**src/rtl/control_secuenciador_pkg.sv**
```systemverilog
// Shared types and constants for the control_secuenciador sequencer.
package control_secuenciador_pkg;

    typedef enum logic [2:0] {
        IDLE       = 3'd0,
        LOAD_T     = 3'd1,
        OPERATE    = 3'd2,
        RELOAD_T   = 3'd3,
        OPERATE2   = 3'd4,
        WRITE_BACK = 3'd5,
        DONE       = 3'd6
    } state_t;

    // Operation codes
    localparam logic [1:0] OP_ADD   = 2'b00;  // C = A + B
    localparam logic [1:0] OP_SUB   = 2'b01;  // C = A - B
    localparam logic [1:0] OP_ADD_A = 2'b10;  // A = A + B
    localparam logic [1:0] OP_ADD3  = 2'b11;  // C = A + B + C

    // ALU select encodings, packed as {S,R}
    localparam logic [1:0] ALU_OFF = 2'b00;
    localparam logic [1:0] ALU_SUB = 2'b01;
    localparam logic [1:0] ALU_ADD = 2'b10;

endpackage

```
**src/rtl/control_secuenciador_detector_flanco.sv**
```systemverilog
// Registered rising-edge detector for the start request.
module detector_flanco (
    input  logic clk,
    input  logic reset,
    input  logic d,
    output logic rise
);

    logic d_q;
    logic armed;

    // Register the input; only arm once the input has been seen low after reset,
    // so a level held high through reset release never counts as an edge.
    always_ff @(posedge clk or negedge reset) begin
        if (!reset) begin
            d_q   <= 1'b0;
            armed <= 1'b0;
        end else begin
            d_q <= d;
            if (!d) begin
                armed <= 1'b1;
            end
        end
    end

    assign rise = d & ~d_q & armed;

endmodule

```
**src/rtl/control_secuenciador.sv**
```systemverilog
// Moore sequencer driving the bus enables, write enables and ALU select of the datapath.
module control_secuenciador
    import control_secuenciador_pkg::*;
#(
    parameter int unsigned N = 8
) (
    input  logic       clk,
    input  logic       reset,
    input  logic       xs,
    input  logic [1:0] op,
    output logic       Ra,
    output logic       Rb,
    output logic       Rc,
    output logic       Rac,
    output logic       Wa,
    output logic       Wb,
    output logic       Wc,
    output logic       Wac,
    output logic       Wt,
    output logic       S,
    output logic       R,
    output logic       busy,
    output logic       fin
);

    // N only records the datapath width this controller is paired with.
    if (N == 0) begin : g_zero_width
    end

    state_t     state;
    state_t     state_next;
    logic [1:0] op_q;
    logic [1:0] alu_sel;
    logic       start;

    detector_flanco u_detector_flanco (
        .clk   (clk),
        .reset (reset),
        .d     (xs),
        .rise  (start)
    );

    // State register.
    always_ff @(posedge clk or negedge reset) begin
        if (!reset) begin
            state <= IDLE;
        end else begin
            state <= state_next;
        end
    end

    // Latch the operation code when a start is accepted.
    always_ff @(posedge clk or negedge reset) begin
        if (!reset) begin
            op_q <= OP_ADD;
        end else if (state == IDLE && start) begin
            op_q <= op;
        end
    end

    // Next-state and output decode from registered state only.
    always_comb begin
        state_next = IDLE;
        Ra      = 1'b0;
        Rb      = 1'b0;
        Rc      = 1'b0;
        Rac     = 1'b0;
        Wa      = 1'b0;
        Wb      = 1'b0;
        Wc      = 1'b0;
        Wac     = 1'b0;
        Wt      = 1'b0;
        alu_sel = ALU_OFF;
        busy    = 1'b0;
        fin     = 1'b0;
        case (state)
            IDLE: begin
                state_next = start ? LOAD_T : IDLE;
            end
            LOAD_T: begin
                busy       = 1'b1;
                Ra         = 1'b1;
                Wt         = 1'b1;
                state_next = OPERATE;
            end
            OPERATE: begin
                busy       = 1'b1;
                Rb         = 1'b1;
                Wac        = 1'b1;
                alu_sel    = (op_q == OP_SUB) ? ALU_SUB : ALU_ADD;
                state_next = (op_q == OP_ADD3) ? RELOAD_T : WRITE_BACK;
            end
            RELOAD_T: begin
                busy       = 1'b1;
                Rac        = 1'b1;
                Wt         = 1'b1;
                state_next = OPERATE2;
            end
            OPERATE2: begin
                busy       = 1'b1;
                Rc         = 1'b1;
                Wac        = 1'b1;
                alu_sel    = ALU_ADD;
                state_next = WRITE_BACK;
            end
            WRITE_BACK: begin
                busy       = 1'b1;
                Rac        = 1'b1;
                Wa         = (op_q == OP_ADD_A);
                Wc         = (op_q != OP_ADD_A);
                state_next = DONE;
            end
            DONE: begin
                busy       = 1'b1;
                fin        = 1'b1;
                state_next = IDLE;
            end
            default: begin
                state_next = IDLE;
            end
        endcase
        S = alu_sel[1];
        R = alu_sel[0];
    end

endmodule

```
**config.mk**
```make
export PLATFORM = sky130hd
export DESIGN_NAME = control_secuenciador
export DESIGN_NICKNAME = d
export VERILOG_FILES = /design/src/rtl/control_secuenciador_pkg.sv /design/src/rtl/control_secuenciador_detector_flanco.sv /design/src/rtl/control_secuenciador.sv
export SDC_FILE = /design/constraint.sdc
export NUM_CORES = 1
export LEC_CHECK = 0
export CAP_MARGIN = 10
export CORE_AREA = 2 2 39 41
export CTS_CLUSTER_SIZE = 16
export DETAILED_ROUTE_END_ITERATION = 6
export DIE_AREA = 0 0 41 43
export PLACE_DENSITY = 0.58
export SKIP_CTS_REPAIR_TIMING = 1
export SYNTH_ARGS = -nofsm -noshare
export SYNTH_HDL_FRONTEND = slang
export SYNTH_SLANG_ARGS = --single-unit
export TNS_END_PERCENT = 50
```
**constraint.sdc**
```tcl
create_clock -name clk -period 1.4 [get_ports clk]
set_input_delay 0.21 -clock clk [delete_from_list [all_inputs] [get_ports clk]]
set_output_delay 0.21 -clock clk [all_outputs]
set_load 0.02 [all_outputs]
```
After elaboration in Yosys (flattened, before gate mapping)
Cells that the tools add are included.
{"block": "totals", "ff_bits": 7, "in_bits": 5, "output_inout_bits": 13}
{"block": "classes", "eq_ne": 10, "mux": 15, "bitwise_logic": 3, "n_reduce_logical": 6}
{"op": "case mux 3 bit (6 select lines)", "n": 1}
{"op": "2-to-1 mux 1 bit", "n": 11}
{"op": "== test 3 bit (second input constant)", "n": 3}
{"op": "== test 3 x 2 -> 1 bit (second input constant)", "n": 2}
{"op": "OR reduction 2 bit", "n": 3}
{"op": "OR reduction 6 bit", "n": 1}
{"op": "== test 2 bit (second input constant)", "n": 2}
{"op": "case mux 2 bit (2 select lines)", "n": 1}
{"op": "== test 3 x 1 -> 1 bit (second input constant)", "n": 1}
{"op": "logical NOT 3 bit", "n": 1}
{"op": "2-to-1 mux 3 bit", "n": 1}
{"op": "bitwise AND 1 bit", "n": 2}
{"op": "== test 2 x 1 -> 1 bit (second input constant)", "n": 1}
{"op": "2-to-1 mux 2 bit", "n": 1}
{"op": "!= test 2 bit (second input constant)", "n": 1}
{"op": "logical AND 1 bit", "n": 1}
{"op": "NOT 1 bit", "n": 1}

Depth between registers and ports, before layout
{"block": "depth", "depth_word": 5, "depth_mapped": 4, "depth_no_buf": 3}

By module
A second synthesis with hierarchy kept.
{"block": "unflattened", "hier_cells": 46, "hier_area_um2": 429.2}
{"module": "control_secuenciador", "n_inst": 1, "cells_each": 42, "area_per_inst_um2": 364.1, "seq_area_each_um2": 125.1}
{"module": "detector_flanco", "n_inst": 1, "cells_each": 4, "area_per_inst_um2": 65.1, "seq_area_each_um2": 50.0}

Least setup slack after synthesis
OpenSTA, ideal clock, no wires.
{"block": "synth_timing", "kind": "flip-flop to output port", "from": "reg state[0]", "to": "out S", "arrival_ns": 1.212, "required_time_ns": 1.190, "path_slack_ns": -0.022, "path_stages_with_launch": 5, "cell_sequence": "dfrtp_1 -> buf_2 -> nor2_4 -> nand2_1 -> o21ai_0"}
{"block": "synth_via", "elab_chain_len": 2}
{"item": "start, declared", "line_no": "control_secuenciador.sv:30", "rtl": "state_t state;"}
{"item": "start signal, assigned", "line_no": "control_secuenciador.sv:48", "rtl": "state <= state_next;"}
{"item": "== test 3 bit or == test 3 x 2 -> 1 bit (tied branches)", "line_no": "control_secuenciador.sv:76", "rtl": "case (state)"}
{"item": "case mux 2 bit (2 select lines) *", "line_no": "control_secuenciador.sv:76"}
{"item": "end, declared", "line_no": "control_secuenciador.sv:20", "rtl": "output logic S,"}
Mark *: on every way between the ends. The rest lies on a longest branch, timed or not.

Worst setup path in the final report
{"block": "layout_timing", "from": "reg state[0]", "to": "out busy"}
{"block": "layout_via", "elab_chain_len": 3}
{"item": "== test 3 bit, or another cell as far along", "line_no": "control_secuenciador.sv:76"}
{"item": "OR reduction 6 bit (no source line) *"}
{"item": "2-to-1 mux 1 bit *", "line_no": "control_secuenciador.sv:76"}
{"item": "end, declared", "line_no": "control_secuenciador.sv:22", "rtl": "output logic busy,"}
Marked as above.

==> reports/qor.csv <==
stage;metric;value;unit
sta;period utilisation layout;1.04;
finish;nets@finish;79;
drt;drt pass-1 iters;2;
worst_setup_path;Worst path most repeated cell;buf_4;
sta;minimum clock period;1.46;ns
logic_synthesis;sequential fraction of the synthesis area;0.438;
worst_setup_path;WS Path Type;flip-flop to output port;
worst_setup_path;worst endpoint required time;1.19;ns
power_and_ir_drop;Leak;0.369;nW
floorplanning;Starting Density;0.289;
floorplanning;core area;0.00138;sq mm
worst_setup_path;Worst R2R End;op_q[0];
placed_design;DP Wirelength;656;microns
logic_synthesis;EDFF count, synth;0;
drt;DRC;0;
logic_synthesis;synthesized net count;48;
placed_design;number of I/O port buffers;16;
global_route;first-pass GRT wire length;1.40;mm
drt;DR vias/cell;4.29;
worst_setup_path;Worst EP arrival;1.25;ns
global_route;vias in the first global route;323;
global_route;largest net degree at the start of global routing;8;
sta;worst clock skew;0.000534;ns
worst_setup_path;R2R cell count;4;
worst_setup_path;R2R Path Start;state[1];
floorplanning;die width;41;microns
placed_design;GPL Wtd Cong;0.714;
clocking;Num CTS Buffers;3;
power_and_ir_drop;Worst IR Drop VDD;1010;uV
sta;final hold vios;0;
clocking;Root Buffer;clkbuf_4;
global_route;antenna violations before repair;0;
global_route;global routing usage on met3;0.0209;
logic_synthesis;Cells after Synth;43;
drt;drt wl/cell;10.3;microns
clocking;Sink Count;7;
worst_setup_path;CP peak stage delay;0.45;ns
finish;Multi-input gate area;234;sq um
drt;Vias;382;
logic_synthesis;register bit total from synthesis;7;
logic_synthesis;synthesized area;400;sq um
global_route;GR Util met2;0.153;
clocking;H-tree depth;1;
worst_setup_path;slowest CP cell;dfrtp_2;
clocking;clock-pin slew on the worst setup and hold paths;0.05;ns
sta;Fin Setup TNS;-0.377;ns
power_and_ir_drop;cell internal pwr;0.994;mW
power_and_ir_drop;clock power share;0.104;
power_and_ir_drop;PwrDens;2410;mW/mm^2
sta;# setup viols final;8;
finish;area grow syn2layout;75.6;%
placed_design;cell count after placement;81;
sta;WHS;0.232;ns
worst_setup_path;highest net fanout along the worst path;7;
logic_synthesis;synth warn;0;
floorplanning;Die ar.;0.00176;sq mm
global_route;total gr overflow;0;
job;max-cap violations;0;
floorplanning;# rows;14;
finish;Reg area;178;sq um
power_and_ir_drop;Gate power share;0.663;
drt;WL final;919;microns
floorplanning;Top Ports;18;
sta;maximum clock frequency;684;MHz
worst_setup_path;Worst Setup End Kind;output port;
drt;First DRT Iteration DRCs;3;
logic_synthesis;post-synth cell types;24;
global_route;met1 usage;0.173;
finish;layout cells sized above 1;0.534;
clocking;clk_lat worst skew;0.24;ns
power_and_ir_drop;Psw;0.703;mW
power_and_ir_drop;share of power burned in registers;0.233;
logic_synthesis;top-count cell post-synth;dfrtp_1;
logic_synthesis;top cells by area, synth;dfrtp_1, mux2_4, nand2b_1;
global_route;gr usage total;0.119;
worst_setup_path;startpoint types;flip-flop;
floorplanning;die height;43;microns
worst_setup_path;CP Cell Sequence;buf_4 > and3_1 > nor2_1 > buf_4;
logic_synthesis;Async SR Flop Fraction;1.00;
logic_synthesis;top cells by count, synth;dfrtp_1, nor2_1;
clocking;CTS tree;yes;
run_status;violated checks;negative setup slack;
drt;Routed Antenna Nets;0;
sta;RSZ-0062 raised after global routing;yes;
run_status;status;complete, but fails checks;
finish;Antenna Cells;0;
power_and_ir_drop;Net Sw Frac;0.414;
finish;Cell Count, Final, Fillers Out;89;
clocking;clk buf depth;2;
sta;final setup margin;-0.0620;ns
global_route;gr busiest metal;met1;
worst_setup_path;flop2flop setup slack;0.08;ns
sta;max-slew violations;0;
logic_synthesis;Yosys top cell by area;dfrtp_1;
logic_synthesis;Top FF cell, synth;dfrtp_1;
hold_path;Min-Delay Path Class;input pin to asynchronous set/reset pin;
finish;FILL cells;134;
logic_synthesis;Yosys top cell area share;0.438;
logic_synthesis;Syn Area/Cell;9.31;sq um
power by group through the flow:
stage	sequential (mW)	combinational, mW	clock (mW)
6_report	0.395	1.13	0.177
3_3_place_gp	0.370	0.985	0
2_1_floorplan	0.349	0.521	0
4_1_cts	0.371	0.985	0.186
3_5_place_dp	0.373	0.982	0
5_1_grt	0.408	1.21	0.200
placed cells by master (no fill, tap or decap), types with 2 or more instances in the layout:
cell type / instances
dfrtp_2: 2
nor2_1: 4
clkdlybuf4s50_1: 4
nand2b_1: 2
buf_4: 17
buf_2: 2
nand2_1: 2
dfrtp_1: 5
clkbuf_4: 3
mux2_4: 2
o21ai_0: 2
inv_1: 2
buf_6: 5
layer usage:
layer	vias up	routed length, microns
li1	199	-
met1	173	438
met2	10	419
met3	0	61
met4	0	0
met5	-	0
worst max-delay path by stage:
stage	endpoint	slack (ns)	startpoint	depth (start not counted)
after CTS	S	-0.62	state[1]	4
final	busy	-0.06	state[0]	4
after global routing	R	-0.14	state[0]	4
after global placement	S	-0.34	state[1]	4
after detailed placement	S	-0.33	state[1]	4
after floorplan	Rac	-0.02	state[2]	2
registers in the layout, summed over array words and instances (netlist names):
signal	cells
op_q	2
u_detector_flanco.d_q	1
state	3
u_detector_flanco.armed	1
cell type report:
cell class	instances	area share
multi-input cells	31	0.333
flip-flops and latches	7	0.253
clock buffers	4	0.0374
repair buffers	28	0.333
well taps	16	0.0285
inverters	3	0.0160
critical path: cells and delay by family, from the launching register on:
kind / cells / cell delay (ns)
buffers and inverters: 2 / 0.30
flip-flops: 1 / 0.45
AND/OR/NAND/NOR: 2 / 0.26
metrics by stage:
stage          instance area (sq um)  setup WS, ns   util  total power [mW]
6_report                         703       -0.0620  0.508              1.70
5_1_grt                          703        -0.139  0.508              1.82
4_1_cts                          654        -0.617  0.473              1.54
3_5_place_dp                     628        -0.334  0.454              1.36
3_3_place_gp                     628        -0.345  0.454              1.36
2_1_floorplan                    400       -0.0210      -             0.870
cells by family after synthesis:
group | count (synthesis) | share of synthesized area
AOI/OAI and AO/OA | 5 | 0.0687
DFF | 7 | 0.438
buffers and inverters | 5 | 0.0594
other | 1 | 0.00937
and+or+nand+nor | 23 | 0.350
muxes | 2 | 0.0750
No activity file was read; power rests on OpenSTA's default activity.
